`src/rtl/mdio_responder.sv`:
```
// Clause-22 MDIO PHY-side responder with a small 16-bit register file.
// Optional macro MDIO_BROADCAST_EN: PHY address 0 accepts broadcast writes.
module mdio_responder #(
  parameter int          NREG         = 8,
  parameter int          PREAMBLE_MIN = 32,
  parameter logic [15:0] REG0_RST     = 16'h1140
) (
  input  logic               clk,
  input  logic               rst_n,
  input  logic [4:0]         phyaddr,
  input  logic               mdc,
  input  logic               mdio_in,
  output logic               mdio_out,
  output logic               mdio_oe,
  input  logic [15:0]        status_in,
  output logic [16*NREG-1:0] regs,
  output logic               wr_strobe,
  output logic [4:0]         wr_addr,
  output logic [15:0]        wr_data
);

  typedef enum logic [3:0] {IDLE, ST, OP, PHYAD, REGAD, TA, WDATA, RTA, RDATA} state_t;

  localparam logic [5:0] NREG6    = 6'(NREG);
  localparam logic [5:0] PRE_MIN6 = 6'(PREAMBLE_MIN);

  state_t      state, state_nxt;
  logic [4:0]  bit_cnt, bit_nxt;
  logic [5:0]  pre_cnt, pre_nxt;
  logic        mdc_s1, mdc_s2, mdc_s3;
  logic        mdio_s1, mdio_s2;
  logic        rise, fall;
  logic [15:0] shift, shift_in;
  logic        is_read, hit, hit_calc;
  logic [4:0]  addr;
  logic        wr_valid, commit;
  logic [15:0] rd_word, rd_sel;
  logic [15:0] reg_q [NREG];

  assign rise     = mdc_s2 & ~mdc_s3;
  assign fall     = ~mdc_s2 & mdc_s3;
  assign shift_in = {shift[14:0], mdio_s2};
  assign wr_valid = (addr != 5'd1) && ({1'b0, addr} < NREG6);

`ifdef MDIO_BROADCAST_EN
  assign hit_calc = (shift_in[4:0] == phyaddr) || ((shift_in[4:0] == 5'd0) && !is_read);
`else
  assign hit_calc = (shift_in[4:0] == phyaddr);
`endif

  always_comb begin
    regs = '0;
    for (int k = 0; k < NREG; k++) regs[16*k +: 16] = reg_q[k];
  end

  // Read word is selected from the address being completed on this edge
  always_comb begin
    rd_sel = 16'h0000;
    if (shift_in[4:0] == 5'd1) rd_sel = status_in;
    else
      for (int k = 0; k < NREG; k++)
        if (shift_in[4:0] == 5'(k)) rd_sel = reg_q[k];
  end

  always_comb begin
    state_nxt = state;
    bit_nxt   = bit_cnt;
    pre_nxt   = pre_cnt;
    commit    = 1'b0;
    if (rise) begin
      case (state)
        IDLE: begin
          if (mdio_s2) begin
            if (pre_cnt != 6'd32) pre_nxt = pre_cnt + 6'd1;
          end else if (pre_cnt >= PRE_MIN6) begin
            state_nxt = ST;
            pre_nxt   = 6'd0;
          end else begin
            pre_nxt = 6'd0;
          end
        end
        ST: begin
          bit_nxt = 5'd0;
          if (mdio_s2) state_nxt = OP;
          else begin
            state_nxt = IDLE;
            pre_nxt   = 6'd0;
          end
        end
        OP: begin
          if (bit_cnt == 5'd0) bit_nxt = 5'd1;
          else if (shift_in[1:0] == 2'b01 || shift_in[1:0] == 2'b10) begin
            state_nxt = PHYAD;
            bit_nxt   = 5'd0;
          end else begin
            state_nxt = IDLE;
            pre_nxt   = 6'd0;
          end
        end
        PHYAD: begin
          if (bit_cnt == 5'd4) begin
            state_nxt = REGAD;
            bit_nxt   = 5'd0;
          end else bit_nxt = bit_cnt + 5'd1;
        end
        REGAD: begin
          if (bit_cnt == 5'd4) begin
            state_nxt = is_read ? RTA : TA;
            bit_nxt   = 5'd0;
          end else bit_nxt = bit_cnt + 5'd1;
        end
        TA: begin
          if (bit_cnt == 5'd1) begin
            state_nxt = WDATA;
            bit_nxt   = 5'd0;
          end else bit_nxt = bit_cnt + 5'd1;
        end
        WDATA: begin
          if (bit_cnt == 5'd15) begin
            state_nxt = IDLE;
            pre_nxt   = 6'd0;
            bit_nxt   = 5'd0;
            commit    = hit && wr_valid;
          end else bit_nxt = bit_cnt + 5'd1;
        end
        default: ;
      endcase
    end else if (fall) begin
      // Read turnaround and data are paced by falling edges only
      case (state)
        RTA: begin
          if (bit_cnt == 5'd0) bit_nxt = 5'd1;
          else begin
            state_nxt = RDATA;
            bit_nxt   = 5'd0;
          end
        end
        RDATA: begin
          if (bit_cnt == 5'd16) begin
            state_nxt = IDLE;
            pre_nxt   = 6'd0;
            bit_nxt   = 5'd0;
          end else bit_nxt = bit_cnt + 5'd1;
        end
        default: ;
      endcase
    end
  end

  always_ff @(posedge clk or negedge rst_n) begin
    if (!rst_n) begin
      state   <= IDLE;
      bit_cnt <= 5'd0;
      pre_cnt <= 6'd0;
    end else begin
      state   <= state_nxt;
      bit_cnt <= bit_nxt;
      pre_cnt <= pre_nxt;
    end
  end

  always_ff @(posedge clk or negedge rst_n) begin
    if (!rst_n) begin
      mdc_s1    <= 1'b0;
      mdc_s2    <= 1'b0;
      mdc_s3    <= 1'b0;
      mdio_s1   <= 1'b1;
      mdio_s2   <= 1'b1;
      shift     <= 16'h0000;
      is_read   <= 1'b0;
      hit       <= 1'b0;
      addr      <= 5'd0;
      rd_word   <= 16'h0000;
      mdio_out  <= 1'b1;
      mdio_oe   <= 1'b0;
      wr_strobe <= 1'b0;
      wr_addr   <= 5'd0;
      wr_data   <= 16'h0000;
      for (int k = 0; k < NREG; k++) reg_q[k] <= (k == 0) ? REG0_RST : 16'h0000;
    end else begin
      mdc_s1    <= mdc;
      mdc_s2    <= mdc_s1;
      mdc_s3    <= mdc_s2;
      mdio_s1   <= mdio_in;
      mdio_s2   <= mdio_s1;
      wr_strobe <= commit;
      if (rise) shift <= shift_in;
      if (rise && state == OP && bit_cnt == 5'd1) is_read <= (shift_in[1:0] == 2'b10);
      if (rise && state == PHYAD && bit_cnt == 5'd4) hit <= hit_calc;
      if (rise && state == REGAD && bit_cnt == 5'd4) begin
        addr <= shift_in[4:0];
        if (is_read && hit) rd_word <= rd_sel;
      end
      if (commit) begin
        wr_addr <= addr;
        wr_data <= shift_in;
        for (int k = 0; k < NREG; k++)
          if (addr == 5'(k)) reg_q[k] <= shift_in;
      end
      if (fall && hit) begin
        if (state == RTA && bit_cnt == 5'd1) begin
          mdio_oe  <= 1'b1;
          mdio_out <= 1'b0;
        end else if (state == RDATA) begin
          if (bit_cnt == 5'd16) begin
            mdio_oe  <= 1'b0;
            mdio_out <= 1'b1;
          end else begin
            mdio_out <= rd_word[15];
            rd_word  <= {rd_word[14:0], 1'b0};
          end
        end
      end
    end
  end

endmodule
```
`config.mk`:
```
export PLATFORM = sky130hd
export DESIGN_NAME = mdio_responder
export DESIGN_NICKNAME = d
export VERILOG_FILES = /design/src/rtl/mdio_responder.sv
export SDC_FILE = /design/constraint.sdc
export NUM_CORES = 1
export LEC_CHECK = 0
export CORE_MARGIN = 10
export CORE_UTILIZATION = 40
export CTS_BUF_LIST = sky130_fd_sc_hd__clkbuf_16
export DETAILED_ROUTE_END_ITERATION = 10
export PLACE_DENSITY = 0.63
export SYNTH_ARGS = -nofsm -noshare
export SYNTH_HDL_FRONTEND = slang
export SYNTH_SLANG_ARGS = --single-unit
```
`constraint.sdc`:
```
create_clock -name clk -period 7.91 [get_ports clk]
set_input_delay 2.373 -clock clk [delete_from_list [all_inputs] [get_ports clk]]
set_output_delay 2.373 -clock clk [all_outputs]
set_load 0.03 [all_outputs]
```
==> results_dict.tcl, run 1 <==
set metrics [dict create \
    stdcell_count 1381 \
    cp_slowest_stage_delay_ns 0.69 \
    finalMaxSlewViolations 0 \
    io_pins 177 \
    dp.cells 1338 \
    ys.flop_type "dfrtp_1" \
    power.density_nw_per_um2 221 \
    cts_root_buf "clkbuf_16" \
    grt_max_degree 136 \
    antenna_found_initial 0 \
    synth_top_area_share_pct 50.3 \
    initial_utilization_pct 40.5 \
    cts_inserted_buffers 24 \
    fmax_ghz 0.241 \
    multi_input_area_um2 4400 \
    nNetsFinal 1072 \
    fillers 2303 \
    io_buffers 176 \
    worst_slew_pin_slew_ns 1.16 \
    mostFrequentLayoutCell "dfrtp_1" \
    clk_pin_slew_ns 0.06 \
    synth_area_leader_cell "dfrtp_1" \
    leakage_uw 0.00572 \
    hold_viol 0 \
    vias_per_cell 5.60 \
    post_cts_buffers 0 \
    place_congestion 0.857 \
    critPathCaptureType "output pin" \
    ys_ff_latch 210 \
    crit_fanout 3 \
    vias 7737 \
    synth_area_per_cell_um2 11.2 \
    cp_slowest_cell "clkdlybuf4s50_1" \
    diodes 0 \
    drive_above_1_share_pct 18.9 \
    skew_ns 0.0223 \
    cts_tree "built" \
    yosys_warnings 0 \
    dpl_worst_slack_ns 3.70 \
    dr.first_iter.drc_count 707 \
    drt_first_pass_iters 6 \
    fin_setup_tns_ns 0 \
    wirelength_mm 31.0 \
    grt_first_pass_wirelength_mm 46.9 \
    cp.arrival_ns 1.77 \
    dieArea_um2 32200 \
    grt_pass1_vias 7650 \
    layout_common_cells "dfrtp_1 (204), clkdlybuf4s50_1 (175), nand2_1 (116)" \
    coreArea_um2 25100 \
    drcViolationCount 0 \
    register_area_um2 5260 \
    gr-usage-all-layers_pct 18.7 \
    cts_max_level 1 \
    cp_num_buf_inv 1 \
    relSlewSlack_pct 22.8 \
    rsz0062_at_grt "no" \
    place_hpwl_mm 21.0 \
    crit_family "buffers and inverters" \
    setup_violations 0 \
    run_status "finished clean" \
    synth_cell_types 81 \
    ctsResizeCount 0 \
    placed_area_um2 12000 \
    path_class "reg -> out" \
    syn_to_final_growth_pct 25.0 \
    ys_async_sr_fraction_pct 100 \
    ant_nets 0 \
    period_share_pct 52.4 \
    cts_sinks 210 \
    drv_cap 0 \
    synth-edff-count 0 \
    overflow 0 \
    num_rows 58 \
    synth_area_um2 10200 \
    hp-class "reg -> reg" \
    syn-num-nets 948 \
    ys_seq_area_share_pct 51.8 \
    setup_ws_ns 3.77 \
    die_w_um 179 \
    vdd_ir_drop_max_mv 0.134 \
    die_y_um 179 \
    clk_path_buf_depth 3 \
    fin_area_um2 12700 \
    crit_required_ns 5.54 \
    wire_per_inst_um 22.4 \
    synth_area_leaders "dfrtp_1 (50%), mux2_2 (12%), nand2_1 (4.3%), mux2_4 (2.8%), o21ai_0 (2.7%)" \
    insertion_delay_ns 0.53 \
    syn_inst 910 \
    hold_buffers 0 \
    timing.final.crit_period_ns 4.14 \
    startpoint_type "flip-flop" \
    path_cells "clkdlybuf4s50_1" \
]
## synthesized netlist by cell type (all sizes together), types with 3 or more instances
cell and number:
mux2 126, a221oi 22, nand2b 9, nand3b 3
a211o 3, nor2b 6, nor4b 3, a31oi 16
mux2i 4, dfrtp 204, a2111o 8, and3 4
nand4 9, o22ai 22, o311ai 3, xor2 3
nand2 116, dfstp 6, clkbuf 55, o31ai 10
a22oi 11, a21oi 18, or2 3, inv 24
o21ai 57, nor2 44, o31a 3, and2 3
a211oi 9, nand3 15, buf 32, o211ai 3
nor3b 3, nor3 6, a22o 6, ha 13
## cells by family after synthesis
kind of cell               share of synthesized area, %
AOI/OAI and AO/OA                                  14.1
xor gates and xnor gates                          0.431
adders and majority gates                          1.60
buffers and inverters                              4.88
DFF                                                51.8
muxes                                              15.1
and+or+nand+nor                                    12.1
## worst register-to-register path: stages (launching register included)
cell      delay, ns
dfrtp_1        0.54
inv_1          0.26
ha_1           0.74
nor2b_1        0.21
buf_4          0.26
a22oi_1        0.11
o21ai_0        0.67
a211oi_1       0.20
a2111o_1       0.38
a31oi_1        0.16
## report_power, final
part / switching, µW / internal (µW)
Sequential: 187 / 1160
Clock: 437 / 549
Combinational: 276 / 197
Total: 901 / 1910
## through the flow
step / power, µW / util [%] / hold slack (ns)
after floorplan: 1650 / - / 0.331
after global placement: 1820 / 47.8 / 0.337
after detailed placement: 1830 / 47.8 / 0.347
after CTS: 2830 / 50.6 / 0.354
after global routing: 2950 / 50.6 / 0.365
final: 2810 / 50.6 / 0.351
## flip-flops by register name, summed over array words and instances (netlist names), 4 cells and up
| register | cells |
|---|---|
| addr | 5 |
| wr_data | 16 |
| bit_cnt | 5 |
| shift | 15 |
| wr_addr | 5 |
| state | 4 |
| rd_word | 16 |
| regs | 128 |
| pre_cnt | 6 |
## cell type report
type                       count  share of cell area (%)
clock inverter                19                   0.719
multi-input combinational    589                    34.7
clock buffer                  24                    4.73
sequential                   210                    41.5
timing repair buffer         185                    14.4
tap                          330                    3.25
inverter                      24                   0.710
## metal layers
metal,GRT usage [%],routed length (µm)
met5,0,0
met4,4.17,634
met3,5.53,2590
met2,28.5,13900
met1,25.7,13800
## worst paths after layout
| path | from | to | slack, ns | cells after the start |
|---|---|---|---|---|
| max in group asynchronous | rst_n | regs[126]$_DFFE_PN0P_ | 4.36 | 2 |
| min in group asynchronous | rst_n | pre_cnt[2]$_DFFE_PN0P_ | 1.98 | 1 |
| min | mdc_s1$_DFF_PN0_ | mdc_s2$_DFF_PN0_ | 0.35 | 0 |
| min reg2reg | mdc_s1$_DFF_PN0_ | mdc_s2$_DFF_PN0_ | 0.35 | 0 |
| max | regs[6]$_DFFE_PN1P_ | regs[6] | 3.77 | 1 |
| max reg2reg | shift[0]$_DFFE_PN0P_ | rd_word[8]$_DFF_PN0_ | 4.26 | 9 |
(Power assumes the default switching activity.)
==> run 2: changes to the inputs <==
Settings changed: PLACE_DENSITY 0.63 to 0.66.
Clock period 7.91 ns to 3.6 ns, I/O delays scaled along.
==> run 2 against run 1 <==
Combinational power increased by 130%. Worst hold slack got worse by 0.0011 ns. First-iteration DRC count increased by 12%. Global-route usage up 0.058 points. Die area did not move. Highest routed layer unchanged. Worst setup slack worse by 3.2 ns. Clock skew decreased by 0.014 ns. Wire length increased by 1.6%. Sequential share of layout area fell by 1.0 points. Cell area is 2.5% higher.
==> results_dict.tcl, run 2 (synthesized netlist as in run 1, its figures left out) <==
set metrics [dict create \
    wirelength_mm 31.4 \
    switching_share_pct 29.7 \
    fillers 2246 \
    reg2regPathDepth 5 \
    layout_common_cells "dfrtp_1 (204), clkdlybuf4s50_1 (175), nand2_1 (116)" \
    wire_per_inst_um 22.6 \
    min_to "mdc_s2$_DFF_PN0_" \
    worst_slew_pin_slew_ns 1.16 \
    initial_utilization_pct 40.5 \
    dieArea_um2 32200 \
    clk_pin_slew_ns 0.06 \
    hp-start "mdc_s1$_DFF_PN0_" \
    grt_first_pass_wirelength_mm 47.2 \
    dr.first_iter.drc_count 795 \
    dp.cells 1351 \
    io_pins 177 \
    setup_violations 0 \
    die_y_um 179 \
    path_class "reg -> reg" \
    run_status "finished clean" \
    finish.utilization_pct 51.8 \
    place_congestion 0.930 \
    fin_area_um2 13000 \
    nNetsFinal 1085 \
    coreArea_um2 25100 \
    fin_setup_tns_ns 0 \
    leakage_uw 0.00587 \
    grt_pass1_vias 7749 \
    timing.final.crit_period_ns 3.00 \
    gr-usage-all-layers_pct 18.7 \
    placed_area_um2 12100 \
    cts_inserted_buffers 24 \
    skew_ns 0.00787 \
    seqPwrFrac_pct 43.2 \
    grt_max_degree 85 \
    insertion_delay_ns 0.52 \
    cp.arrival_ns 3.33 \
    syn_to_final_growth_pct 28.1 \
    crit_fanout 30 \
    p_sw_uw 2010 \
    vias 7861 \
    p_int_uw 4770 \
    cts_root_buf "clkbuf_16" \
    rsz0062_at_grt "no" \
    vdd_ir_drop_max_mv 0.353 \
    combPwrFrac_pct 16.4 \
    relSlewSlack_pct 22.7 \
    rrSetupSlack_ns 0.60 \
    min_delay_path_depth 0 \
    io_buffers 176 \
    finalMaxSlewViolations 0 \
    startpoint_type "flip-flop" \
    setup_ws_ns 0.604 \
    clkPwrFrac_pct 40.3 \
    post_cts_buffers 0 \
    fmax_ghz 0.334 \
    drcViolationCount 0 \
    crit_required_ns 3.93 \
    mostFrequentLayoutCell "dfrtp_1" \
    r2r-end "rd_word[2]$_DFF_PN0_" \
    clk_path_buf_depth 3 \
    overflow 0 \
    drt_first_pass_iters 5 \
    critPathCaptureType "flip-flop" \
    hp-class "reg -> reg" \
    ant_nets 0 \
    vias_per_cell 5.64 \
    num_rows 58 \
    cts_sinks 210 \
    period_share_pct 83.2 \
    power.density_nw_per_um2 521 \
    cts_tree "built" \
    diodes 0 \
    reg2reg_from "mdio_s2$_DFF_PN1_" \
    antenna_found_initial 0 \
    largest_reg_flops 128 \
    hold_viol 0 \
    ctsResizeCount 0 \
    stdcell_count 1394 \
    hold_buffers 0 \
    drive_above_1_share_pct 20.6 \
    multi_input_area_um2 4400 \
    place_hpwl_mm 21.8 \
    die_w_um 179 \
    cts_max_level 1 \
    register_area_um2 5260 \
    dpl_worst_slack_ns 0.711 \
    drv_cap 0 \
]
run 2: cell types whose count changed in the layout (fill, tap and decap cells not counted), moves of 2 or more:
| cell | before | now |
|---|---|---|
| clkinv_1 | 8 | 6 |
| buf_12 | 0 | 2 |
| bufinv_16 | 0 | 7 |
| buf_4 | 9 | 20 |
| inv_1 | 31 | 26 |
run 2: area by class of cell:
class                           count  share of cell area [%]
Tap cell                          330                    3.17
Sequential cell                   210                    40.5
Timing Repair Buffer              198                    15.0
Clock buffer                       25                    4.81
Multi-Input combinational cell    589                    33.8
Inverter                           24                   0.693
Clock inverter                     18                    1.98
run 2: power groups by stage:
| stage | registers [µW] | logic, µW | clock network (µW) |
|---|---|---|---|
| floorplan | 2700 | 923 | 0 |
| global placement | 2960 | 1090 | 0 |
| detailed placement | 2960 | 1100 | 0 |
| CTS | 2920 | 1110 | 2780 |
| global route | 2960 | 1230 | 2880 |
| finish | 2930 | 1110 | 2740 |
run 2: how the worst max path moves through the flow:
stage | from | endpoint
global placement | mdio_s2$_DFF_PN1_ | rd_word[5]$_DFF_PN0_
global route | mdio_s2$_DFF_PN1_ | rd_word[11]$_DFF_PN0_
CTS | mdio_s2$_DFF_PN1_ | rd_word[5]$_DFF_PN0_
floorplan | mdio_s2$_DFF_PN1_ | rd_word[4]$_DFF_PN0_
detailed placement | mdio_s2$_DFF_PN1_ | rd_word[3]$_DFF_PN0_
finish | mdio_s2$_DFF_PN1_ | rd_word[2]$_DFF_PN0_
run 2: per-stage QoR:
stage,hold slack [ns],total power (µW)
after floorplan,0.331,3620
after global placement,0.343,4050
after detailed placement,0.339,4070
after CTS,0.355,6810
after global routing,0.363,7080
final,0.350,6780
run 2: critical path: stages (launching register included):
cell and delay, ns:
dfstp_2 0.69, ha_2 0.67, inv_1 0.56, o311ai_0 0.59, a211o_1 0.20, a31oi_1 0.09
run 2: per-layer routing:
layer  GRT usage [%]  part of all wire (%)  vias to the layer above  wire, µm
met3            5.16                   8.3                       54      2620
met2            27.4                    44                      324     13900
li1                -                     -                     3536         -
met5               0                     0                        -         0
met1            26.5                    45                     3947     14000
met4            5.60                   2.9                        0       911
==> run 3: changes to the inputs <==
Settings changed: PLACE_DENSITY 0.66 to 0.63.
Clock period 3.6 ns to 3 ns, I/O delays scaled along.
==> run 3 against run 2 <==
Clock-buffer cell count fell by 2. Flip-flop and latch count unchanged. Register-to-register slack got worse by 0.24 ns. Combinational power up 25%. Total power grew 11%. Sequential power up 20%. Die area unchanged. Wire length fell by 0.83%. Global-route usage up 0.36 points. First-iteration DRC count decreased by 7.0%. Largest cell class unchanged.
==> results_dict.tcl, run 3 (synthesized netlist as in run 1, its figures left out) <==
set metrics [dict create \
    fillers 2284 \
    ctsResizeCount 0 \
    grt_pass1_vias 7802 \
    critPathCaptureType "output pin" \
    diodes 0 \
    overflow 0 \
    skew_ns 0.0113 \
    dpl_worst_slack_ns 0.388 \
    dieArea_um2 32200 \
    nNetsFinal 1100 \
    setup_ws_ns 0.342 \
    clk_pin_slew_ns 0.06 \
    run_status "finished clean" \
    cts_max_level 1 \
    switching_share_pct 31.9 \
    insertion_delay_ns 0.51 \
    hp-class "in -> async" \
    startpoint_type "flip-flop" \
    cts_root_buf "clkbuf_16" \
    stdcell_count 1408 \
    place_hpwl_mm 22.2 \
    p_sw_uw 2400 \
    relSlewSlack_pct 52.0 \
    multi_input_area_um2 4400 \
    io_buffers 176 \
    die_y_um 179 \
    gr-usage-all-layers_pct 19.1 \
    fin_setup_tns_ns 0 \
    hold_buffers 0 \
    initial_utilization_pct 40.5 \
    drt_first_pass_iters 5 \
    finalMaxSlewViolations 0 \
    largest_reg_flops 128 \
    clkPwrFrac_pct 34.7 \
    cp_slowest_stage_delay_ns 0.68 \
    cts_inserted_buffers 23 \
    num_rows 58 \
    grt_max_degree 71 \
    antenna_found_initial 0 \
    cp.arrival_ns 1.76 \
    dr.first_iter.drc_count 739 \
    path_cells "clkdlybuf4s50_1" \
    ant_nets 0 \
    wire_per_inst_um 22.1 \
    combPwrFrac_pct 18.5 \
    cts_sinks 210 \
    rsz0062_at_grt "no" \
    register_area_um2 5260 \
    mostFrequentLayoutCell "dfrtp_1" \
    cts_tree "built" \
    layout_common_cells "dfrtp_1 (204), clkdlybuf4s50_1 (175), nand2_1 (116)" \
    clk_path_buf_depth 3 \
    hold_viol 0 \
    vdd_ir_drop_max_mv 0.292 \
    coreArea_um2 25100 \
    crit_fanout 3 \
    drive_above_1_share_pct 21.4 \
    syn_to_final_growth_pct 27.3 \
    place_congestion 0.867 \
    setup_violations 0 \
    leakage_uw 0.00587 \
    io_pins 177 \
    crit_required_ns 2.10 \
    p_int_uw 5110 \
    drv_cap 0 \
    grt_first_pass_wirelength_mm 47.9 \
    vias 7748 \
    die_w_um 179 \
    dp.cells 1367 \
    cp_num_buf_inv 1 \
    cp_slowest_cell "clkdlybuf4s50_1" \
    seqPwrFrac_pct 46.8 \
    drcViolationCount 0 \
    timing.final.crit_period_ns 2.66 \
    fmax_ghz 0.376 \
    period_share_pct 88.6 \
    vias_per_cell 5.50 \
    path_class "reg -> out" \
    post_cts_buffers 0 \
    wirelength_mm 31.2 \
    power.density_nw_per_um2 581 \
    worst_slew_pin_slew_ns 0.711 \
    crit_family "buffers and inverters" \
]
==> run 3: cell count changes in the layout (fill, tap and decap cells not counted), sizes merged <==
cell	before	now
buf	23	39
bufinv	7	1
inv	26	31
clkbuf	25	23
clkinvlp	1	2
==> run 3: per-stage QoR <==
stage	util (%)	power [µW]	cell area [µm²]	hold slack (ns)
floorplan	-	4350	10200	0.331
global placement	48.8	4920	12200	0.335
detailed placement	48.8	4930	12200	0.337
CTS	51.5	7570	12900	0.351
global route	51.5	7890	12900	0.364
finish	51.5	7510	12900	0.336
==> run 3: metal layers <==
| metal | vias up | wire length, µm | track usage, % |
|---|---|---|---|
| met5 | - | 0 | 0 |
| met4 | 0 | 802 | 5.09 |
| met3 | 43 | 2680 | 5.60 |
| met2 | 265 | 13800 | 28.6 |
| met1 | 3859 | 13900 | 26.5 |
| li1 | 3581 | - | - |
==> run 3: power groups by stage <==
stage	Clock, µW	Combinational (µW)	Sequential, µW
CTS	2680	1390	3500
floorplan	0	1110	3240
global placement	0	1370	3550
detailed placement	0	1390	3550
finish	2610	1390	3510
global route	2790	1540	3560
==> run 3: worst paths after layout <==
check                               startpoint                     end  slack [ns]  depth (start not counted)
max in group asynchronous                rst_n    regs[96]$_DFFE_PN0P_        1.90                          2
setup reg to reg             mdio_s2$_DFF_PN1_    rd_word[3]$_DFF_PN0_        0.36                          9
hold reg to reg               mdc_s1$_DFF_PN0_        mdc_s2$_DFF_PN0_        0.35                          0
min in group clk              mdc_s1$_DFF_PN0_        mdc_s2$_DFF_PN0_        0.35                          0
setup / recovery           regs[6]$_DFFE_PN1P_                 regs[6]        0.34                          1
hold / removal                           rst_n  pre_cnt[2]$_DFFE_PN0P_        0.34                          1
==> run 3: layout make-up <==
cell class / count / share of cell area (%)
Multi-Input combinational cell: 589 / 34.0
Tap cell: 330 / 3.19
Sequential cell: 210 / 40.7
Clock inverter: 18 / 0.861
Clock buffer: 23 / 4.45
Timing Repair Buffer: 214 / 16.1
Inverter: 24 / 0.697
==> run 3: worst reg2reg max path, cell delays in order, from the launching register on <==
cell,delay [ns]
dfstp_2,0.53
inv_1,0.12
ha_1,0.24
nor2b_1,0.11
buf_4,0.24
a22oi_1,0.10
o21ai_0,0.52
a211oi_1,0.16
a2111o_1,0.37
a31oi_1,0.18
